`config.mk`:
```
export PLATFORM = sky130hd
export DESIGN_NAME = display_scan_arbiter
export DESIGN_NICKNAME = d
export VERILOG_FILES = /design/src/rtl/display_scan_arbiter.sv
export SDC_FILE = /design/constraint.sdc
export NUM_CORES = 1
export LEC_CHECK = 0
export ABC_AREA = 1
export BUFFER_PORTS_ARGS = -buffer_cell sky130_fd_sc_hd__buf_2
export CORE_AREA = 3 3 345 347
export CTS_CLUSTER_DIAMETER = 120
export DETAILED_ROUTE_END_ITERATION = 8
export DIE_AREA = 0 0 348 350
export HOLD_SLACK_MARGIN = 0.08
export SLEW_MARGIN = 20
export SYNTH_ARGS = -nofsm -noshare
export SYNTH_HDL_FRONTEND = slang
export SYNTH_SLANG_ARGS = --single-unit
```
`constraint.sdc`:
```
create_clock -name clk -period 3 [get_ports clk]
set_input_delay 0 -clock clk [delete_from_list [all_inputs] [get_ports clk]]
set_output_delay 0 -clock clk [all_outputs]
set_load 0.02 [all_outputs]
```
`src/rtl/display_scan_arbiter.sv`:
```
// display_scan_arbiter
//   Picks one of N_SRC seven-segment sources by one-hot select and scans it out
//   onto the shared digit-enable / segment pins. A new source takes effect only
//   at a frame boundary, and one blank frame is inserted between sources, so no
//   digit ever shows a mix of two sources. The block also flags invalid selects
//   and can blink the display on a frame basis.
//
// Ports
//   clk         system clock, rising edge
//   rst         synchronous reset, active-high
//   sel         one-hot source select
//   seg_bus     source s, digit d at [(s*NUM_DIGITS+d)*SEG_W +: SEG_W], active-low
//   blink_en    blink the displayed source
//   AN          digit enables, active-low, registered
//   led         segment drive, active-low, registered
//   active_src  index of the committed source, registered
//   sel_err     sel on the previous cycle was zero or multi-hot
//
// Blink phase states
//   state  | meaning
//   PH_ON  | segments follow the committed source
//   PH_OFF | segments forced off while blink_en is high
module display_scan_arbiter #(
  parameter int N_SRC        = 15,
  parameter int NUM_DIGITS   = 8,
  parameter int SEG_W        = 7,
  parameter int SCAN_DIV     = 100000,
  parameter int BLINK_FRAMES = 64,
  localparam int SRC_W = (N_SRC > 1) ? $clog2(N_SRC) : 1
) (
  input  logic                              clk,
  input  logic                              rst,
  input  logic [N_SRC-1:0]                  sel,
  input  logic [N_SRC*NUM_DIGITS*SEG_W-1:0] seg_bus,
  input  logic                              blink_en,
  output logic [NUM_DIGITS-1:0]             AN,
  output logic [SEG_W-1:0]                  led,
  output logic [SRC_W-1:0]                  active_src,
  output logic                              sel_err
);

  localparam int DIV_W = $clog2(SCAN_DIV);
  localparam int DIG_W = (NUM_DIGITS > 1) ? $clog2(NUM_DIGITS) : 1;
  localparam int FC_W  = (BLINK_FRAMES > 1) ? $clog2(BLINK_FRAMES) : 1;

  typedef enum logic {
    PH_ON  = 1'b0,
    PH_OFF = 1'b1
  } phase_e;

  logic [DIV_W-1:0]      div_cnt_q;
  logic [DIG_W-1:0]      dig_q;
  logic [SRC_W-1:0]      pend_q;
  logic [SRC_W-1:0]      active_src_q;
  logic                  blank_q;
  phase_e                phase_q;
  logic [FC_W-1:0]       frame_cnt_q;
  logic [NUM_DIGITS-1:0] an_q;
  logic [SEG_W-1:0]      led_q;
  logic                  sel_err_q;

  logic                  tc;
  logic                  frame_end;
  logic                  sel_onehot;
  logic [SRC_W-1:0]      sel_idx;
  int unsigned           seg_base;
  logic [SEG_W-1:0]      cur_seg;
  logic                  blanked;
  logic [NUM_DIGITS-1:0] an_d;
  logic [SEG_W-1:0]      led_d;

  always_comb begin
    tc         = (div_cnt_q == DIV_W'(SCAN_DIV - 1));
    frame_end  = tc && (dig_q == DIG_W'(NUM_DIGITS - 1));
    sel_onehot = (sel != '0) && ((sel & (sel - N_SRC'(1))) == '0);
    sel_idx    = '0;
    for (int i = 0; i < N_SRC; i++) begin
      if (sel[i]) sel_idx = SRC_W'(i);
    end
    // Source data is read live; a change on seg_bus shows at the next register update.
    seg_base = (int'(active_src_q) * NUM_DIGITS + int'(dig_q)) * SEG_W;
    cur_seg  = SEG_W'(seg_bus >> seg_base);
    blanked  = blank_q || (blink_en && (phase_q == PH_OFF));
    led_d    = blanked ? '1 : cur_seg;
    an_d     = ~(NUM_DIGITS'(1) << dig_q);
  end

  always_ff @(posedge clk) begin
    if (rst) begin
      div_cnt_q    <= '0;
      dig_q        <= '0;
      pend_q       <= '0;
      active_src_q <= '0;
      blank_q      <= 1'b1;
      phase_q      <= PH_ON;
      frame_cnt_q  <= '0;
      an_q         <= '1;
      led_q        <= '1;
      sel_err_q    <= 1'b0;
    end else begin
      div_cnt_q <= tc ? '0 : div_cnt_q + DIV_W'(1);
      if (tc) begin
        dig_q <= (dig_q == DIG_W'(NUM_DIGITS - 1)) ? '0 : dig_q + DIG_W'(1);
      end

      an_q  <= an_d;
      led_q <= led_d;

      // An invalid select keeps the last good pending source.
      sel_err_q <= ~sel_onehot;
      if (sel_onehot) pend_q <= sel_idx;

      // Commit uses the pending value from before this edge, so a select that
      // arrives on the frame_end cycle waits for the next frame boundary.
      if (frame_end) begin
        active_src_q <= pend_q;
        blank_q      <= (pend_q != active_src_q);
      end

      if (!blink_en) begin
        frame_cnt_q <= '0;
        phase_q     <= PH_ON;
      end else if (frame_end) begin
        if (frame_cnt_q == FC_W'(BLINK_FRAMES - 1)) begin
          frame_cnt_q <= '0;
          phase_q     <= (phase_q == PH_ON) ? PH_OFF : PH_ON;
        end else begin
          frame_cnt_q <= frame_cnt_q + FC_W'(1);
        end
      end
    end
  end

  assign AN         = an_q;
  assign led        = led_q;
  assign active_src = active_src_q;
  assign sel_err    = sel_err_q;

endmodule

```
Word level (Yosys, flattened, before mapping)
Cells that the tools add are included.
{"block": "classes", "add_sub_neg": 5, "mul": 1, "n_eq_ne": 4, "shifts": 2, "muxes": 17, "n_bitwise": 4, "reduce_logical": 10}
{"cell": "$shr 840x11->7", "n": 1}
{"cell": "$mux 4", "n": 12}
{"cell": "$add 17x1->17 const B", "n": 1}
{"cell": "$eq 17x17->1 const B", "n": 1}
{"cell": "$and 15x15->15", "n": 1}
{"cell": "$logic_not 15->1", "n": 1}
{"cell": "$reduce_bool 15->1", "n": 1}
{"cell": "$sub 15x1->15 const B", "n": 1}
{"cell": "$mul 8x3->11 const B", "n": 1}
{"cell": "$add 7x3->8", "n": 1}
{"cell": "$not 8->8", "n": 1}
{"cell": "$shl 1x3->8 const A", "n": 1}
{"cell": "$add 6x1->6 const B", "n": 1}
{"cell": "$eq 6x6->1 const B", "n": 1}
{"cell": "$mux 6", "n": 1}
{"cell": "$reduce_or 2->1", "n": 3}
{"cell": "$ne 4x4->1", "n": 1}
{"cell": "$add 3x1->3 const B", "n": 1}
{"cell": "$eq 3x3->1 const B", "n": 1}
{"cell": "$logic_and 1x1->1", "n": 3}
{"cell": "$mux 3", "n": 1}
{"cell": "$mux 1", "n": 2}
{"cell": "$mux 2", "n": 1}
{"cell": "$not 1->1", "n": 2}
{"cell": "other kinds (2)", "n": 2}
{"block": "word_totals", "register_bits": 52, "inputBits": 858, "out_inout_bits": 20, "wordCells": 53}

Longest topological paths before layout
{"block": "depth", "word_depth": 14, "depth_mapped": 16, "ltp_nobuf": 14}

Worst setup path before layout
No wires, ideal clock.
{"block": "synth_path", "path_type": "register to register", "start": "register active_src_q[0] (netlist: active_src[0])", "end": "register led_q[6] (netlist: led[6])", "setup_time_ns": 0.125, "arrival_ns": 1.459, "t_required_ns": 2.875, "slack_ns": 1.416, "path_stages_with_launch": 12, "path_buffers": 2, "period_less_slack_ns": 1.584, "path_cell_list": "dfxtp_1 -> buf_2 -> nand2_1 -> inv_1 -> clkbuf_1 -> nand2_1 -> nor2_1 -> nor2_1 -> o21ai_1 -> nand2_1 -> nand2_1 -> nand3_1"}
{"block": "synth_via", "elab_chain_cells": 3}
{"item": "start: declaration", "line_no": "54", "text": "logic [SRC_W-1:0] active_src_q;"}
{"item": "start signal: assignment", "line_no": "116", "text": "active_src_q <= pend_q;"}
{"item": "$add 7x3->8", "line_no": "81", "text": "seg_base = (int'(active_src_q) * NUM_DIGITS + int'(dig_q)) * SEG_W;"}
{"item": "$mul 8x3->11", "line_no": "81"}
{"item": "$shr 840x11->7", "line_no": "82", "text": "cur_seg = SEG_W'(seg_bus >> seg_base);"}
{"item": "end signal: assignment", "line_no": "107", "text": "led_q <= led_d;"}
{"item": "end: declaration", "line_no": "59", "text": "logic [SEG_W-1:0] led_q;"}
Every way passes these cells.
A chain may end at the register's enable or synchronous reset.

Worst setup path after layout
{"block": "layout_path", "start": "register dig_q[0]", "end": "register led_q[6] (netlist: led[6])"}
{"block": "layout_via", "elab_chain_cells": 3}
{"item": "start: declaration", "line_no": "52", "text": "logic [DIG_W-1:0] dig_q;"}
{"item": "start signal: assignment", "line_no": "103", "text": "dig_q <= (dig_q == DIG_W'(NUM_DIGITS - 1)) ? '0 : dig_q + DIG_W'(1);"}
{"item": "$add 7x3->8", "line_no": "81"}
{"item": "$mul 8x3->11", "line_no": "81"}
{"item": "$shr 840x11->7", "line_no": "82"}
Every way passes these cells.

==> reports/metrics.yaml <==
cp-start-kind: "register"
totalWireLength_um: 100700
cp_max_fo: 99
fin_crit_sh: 0.9195
cp-endpoint: "led[6]$_SDFF_PP1_"
hp-class: "in2reg"
layout_commonest_cell: "nand2_1"
layoutNonFillerInstCount: 4646
crit_required_ps: 3250
hold_violations: 0
ys_warn_count: 0
netlist_area_um2: 11240
max_slew_margin: 0.4595
netSwitchingPower_uw: 819.9
fill_cells: 13759
r2r_slack_ps: 240
synth_cell_types: 36
gr-usage-all-layers: 0.1533
power_density_nw_per_um2: 135.7
die_w_um: 348
max_freq_mhz: 362.5
hpwl_um: 86010
r2r-start: "dig_q[0]$_SDFFE_PP0N_"
grt_max_degree: 107
grt_pass1_vias: 17419
drc_errors: 0
insertion_delay_ps: 320
rr_endpoint: "led[6]$_SDFF_PP1_"
synth_area_per_cell_um2: 4.862
cts_tree: "yes"
tns_ps: 0
p_leak_uw: 0.008954
r2r_cells: 10
portBuffers: 877
power_frac_comb: 0.445
setup_viol: 0
postSynthCellCount: 2312
power.internal_uw: 1559
vias: 18720
drive_gt1_frac: 0.3185
crit_path_start: "dig_q[0]$_SDFFE_PP0N_"
outcome: "finished clean"
rsz0062_at_grt: "false"
power_frac_seq: 0.292
synth.top_cell.area_share: 0.3146
drv_slew: 0
layout_min_cycle_time_ps: 2759
vdd_drop_max_mv: 0.1778
overflow: 0
syn_nets: 3178
syn2layout_area_growth_pct: 55.96
cts.clk_slew.worst_paths_ps: 80
grt_antenna_before_repair: 58
core-area_um2: 116200
dp.cells: 4607
synth_top_area_cell: "nand2_1"
worstSetupPathType: "reg2reg"
wire_per_inst_um: 21.68
grt_pass1_wl_um: 131400
numCtsBuffers: 5
cts-htree-levels: 2
finalClockSkew_ps: 8.190
vias_per_cell: 4.029
cts_setup_buffers: 0
start_util: 0.09673
clock-sinks: 52
utilization: 0.1509
io_pins: 878
dr.pass1.iters: 7
synth-seq-cells: 52
worstMarginPinSlew_ps: 809.8
cp-end-kind: "register"
ys_seq_area_frac: 0.09261
cap_violations: 0
route.antenna.remaining_nets: 0
final_cell_mix: "nand2_1, buf_2, nand3_1, nor2_1, inv_1"
num_rows: 125
synth_area_leaders: "nand2_1, nand3_1, dfxtp_1"
swShare: 0.3447
die_h_um: 350
pwr-share-clk: 0.263
dieArea_um2: 121800
nets: 3961
worstPathArrival_ps: 3010
gp_congestion: 0.9056
drtIter0Drc: 1603
clk_path_buf_depth: 2
root_buffer: "clkbuf_16"
[stage by stage]
stage	power, µW	hold slack, ps	instance area, µm²	setup slack, ps
final	2379	121.9	17530	241.4
after CTS	2430	113.9	17470	195.6
after global placement	1779	344.5	17270	147.0
after detailed placement	1774	349.6	17270	225.8
after global routing	2555	145.8	17500	65.72
after floorplan	1020	172.7	11240	1416
[cell families after synthesis]
logic type,share of synthesized area
adders and majority gates,0.008905
DFF,0.09261
and+or+nand+nor,0.6564
buffers and inverters,0.1341
AOI/OAI and AO/OA,0.09940
xor gates and xnor gates,0.008571
[cells in the mapped netlist]
library cell / count
clkbuf_1: 23
nor3_2: 2
nor2_1: 209
inv_1: 101
o21a_1: 1
clkinv_1: 1
inv_8: 1
buf_8: 1
xor2_1: 8
nor3_1: 8
nand3_1: 569
nand3b_4: 1
buf_1: 20
or2_2: 2
inv_2: 4
nand2_1: 942
o21bai_1: 1
ha_1: 8
o211ai_1: 31
o21ai_1: 18
nand3_2: 2
nor2_2: 5
nor2_4: 2
a211oi_1: 3
nand4_1: 3
a31o_2: 1
buf_4: 25
o21ai_0: 98
buf_6: 27
nor4_1: 4
a21oi_1: 45
dfxtp_1: 52
o22ai_1: 4
xnor2_1: 3
buf_2: 86
o31ai_1: 1
[flip-flops by register name (all words and copies together), names as in the netlist]
name / cells
AN: 8
led: 7
active_src: 4
sel_err: 1
frame_cnt_q: 6
pend_q: 4
div_cnt_q: 17
dig_q: 3
blank_q: 1
phase_q: 1
[critical path: stages (launching register included)]
cell and delay (ps):
dfxtp_4 470, inv_16 320, buf_4 380, o21ai_0 120, o22ai_1 420, a21oi_1 260
nor2_1 220, nand2_1 70, nand2_1 70, nand2_1 50, nand3_1 100
[power groups by stage]
stage	logic, µW	clock network [µW]	registers (µW)
4_1_cts	1070	661	694
3_3_place_gp	1070	0	711
2_1_floorplan	305	0	715
3_5_place_dp	1060	0	711
5_1_grt	1180	680	695
6_report	1060	625	694
[repair_timing]
action / CTS / global route
gates resized for setup: 0 / 0
endpoints found under the hold margin: 9 / 0
hold buffers: 5 / 0
setup endpoints to repair: 0 / 0
[layout make-up]
class                      count  area, µm²  share of cell area
antenna                       26      65.06            0.003711
clock buffer                   6      128.9            0.007351
clock inverter                 2      13.76           0.0007851
inverter                     107      430.4             0.02455
multi-input combinational   1971       8697              0.4961
sequential                    52       1054             0.06010
tap                         1524       1907              0.1088
timing repair buffer         958       5235              0.2986
[worst min-delay path by stage]
stage	depth (start not counted)	to	slack, ps	from
final	6	pend_q[0]$_SDFFE_PP0P_	120	sel[14]
after global routing	6	pend_q[0]$_SDFFE_PP0P_	150	sel[14]
after CTS	6	pend_q[0]$_SDFFE_PP0P_	110	sel[14]
after detailed placement	5	pend_q[0]$_SDFFE_PP0P_	350	sel[13]
after global placement	5	pend_q[0]$_SDFFE_PP0P_	340	sel[13]
after floorplan	4	pend_q[0]$_SDFFE_PP0P_	170	sel[13]
[per-layer routing]
layer  part of all wire  vias up  track usage
li1                   -     9112            -
met5             0.0011        -            0
met4              0.021       18      0.02852
met1               0.41     8526       0.1884
met2               0.49      940       0.2734
met3              0.074      124      0.03533
Note: power is estimated with default switching activity, not from simulation.
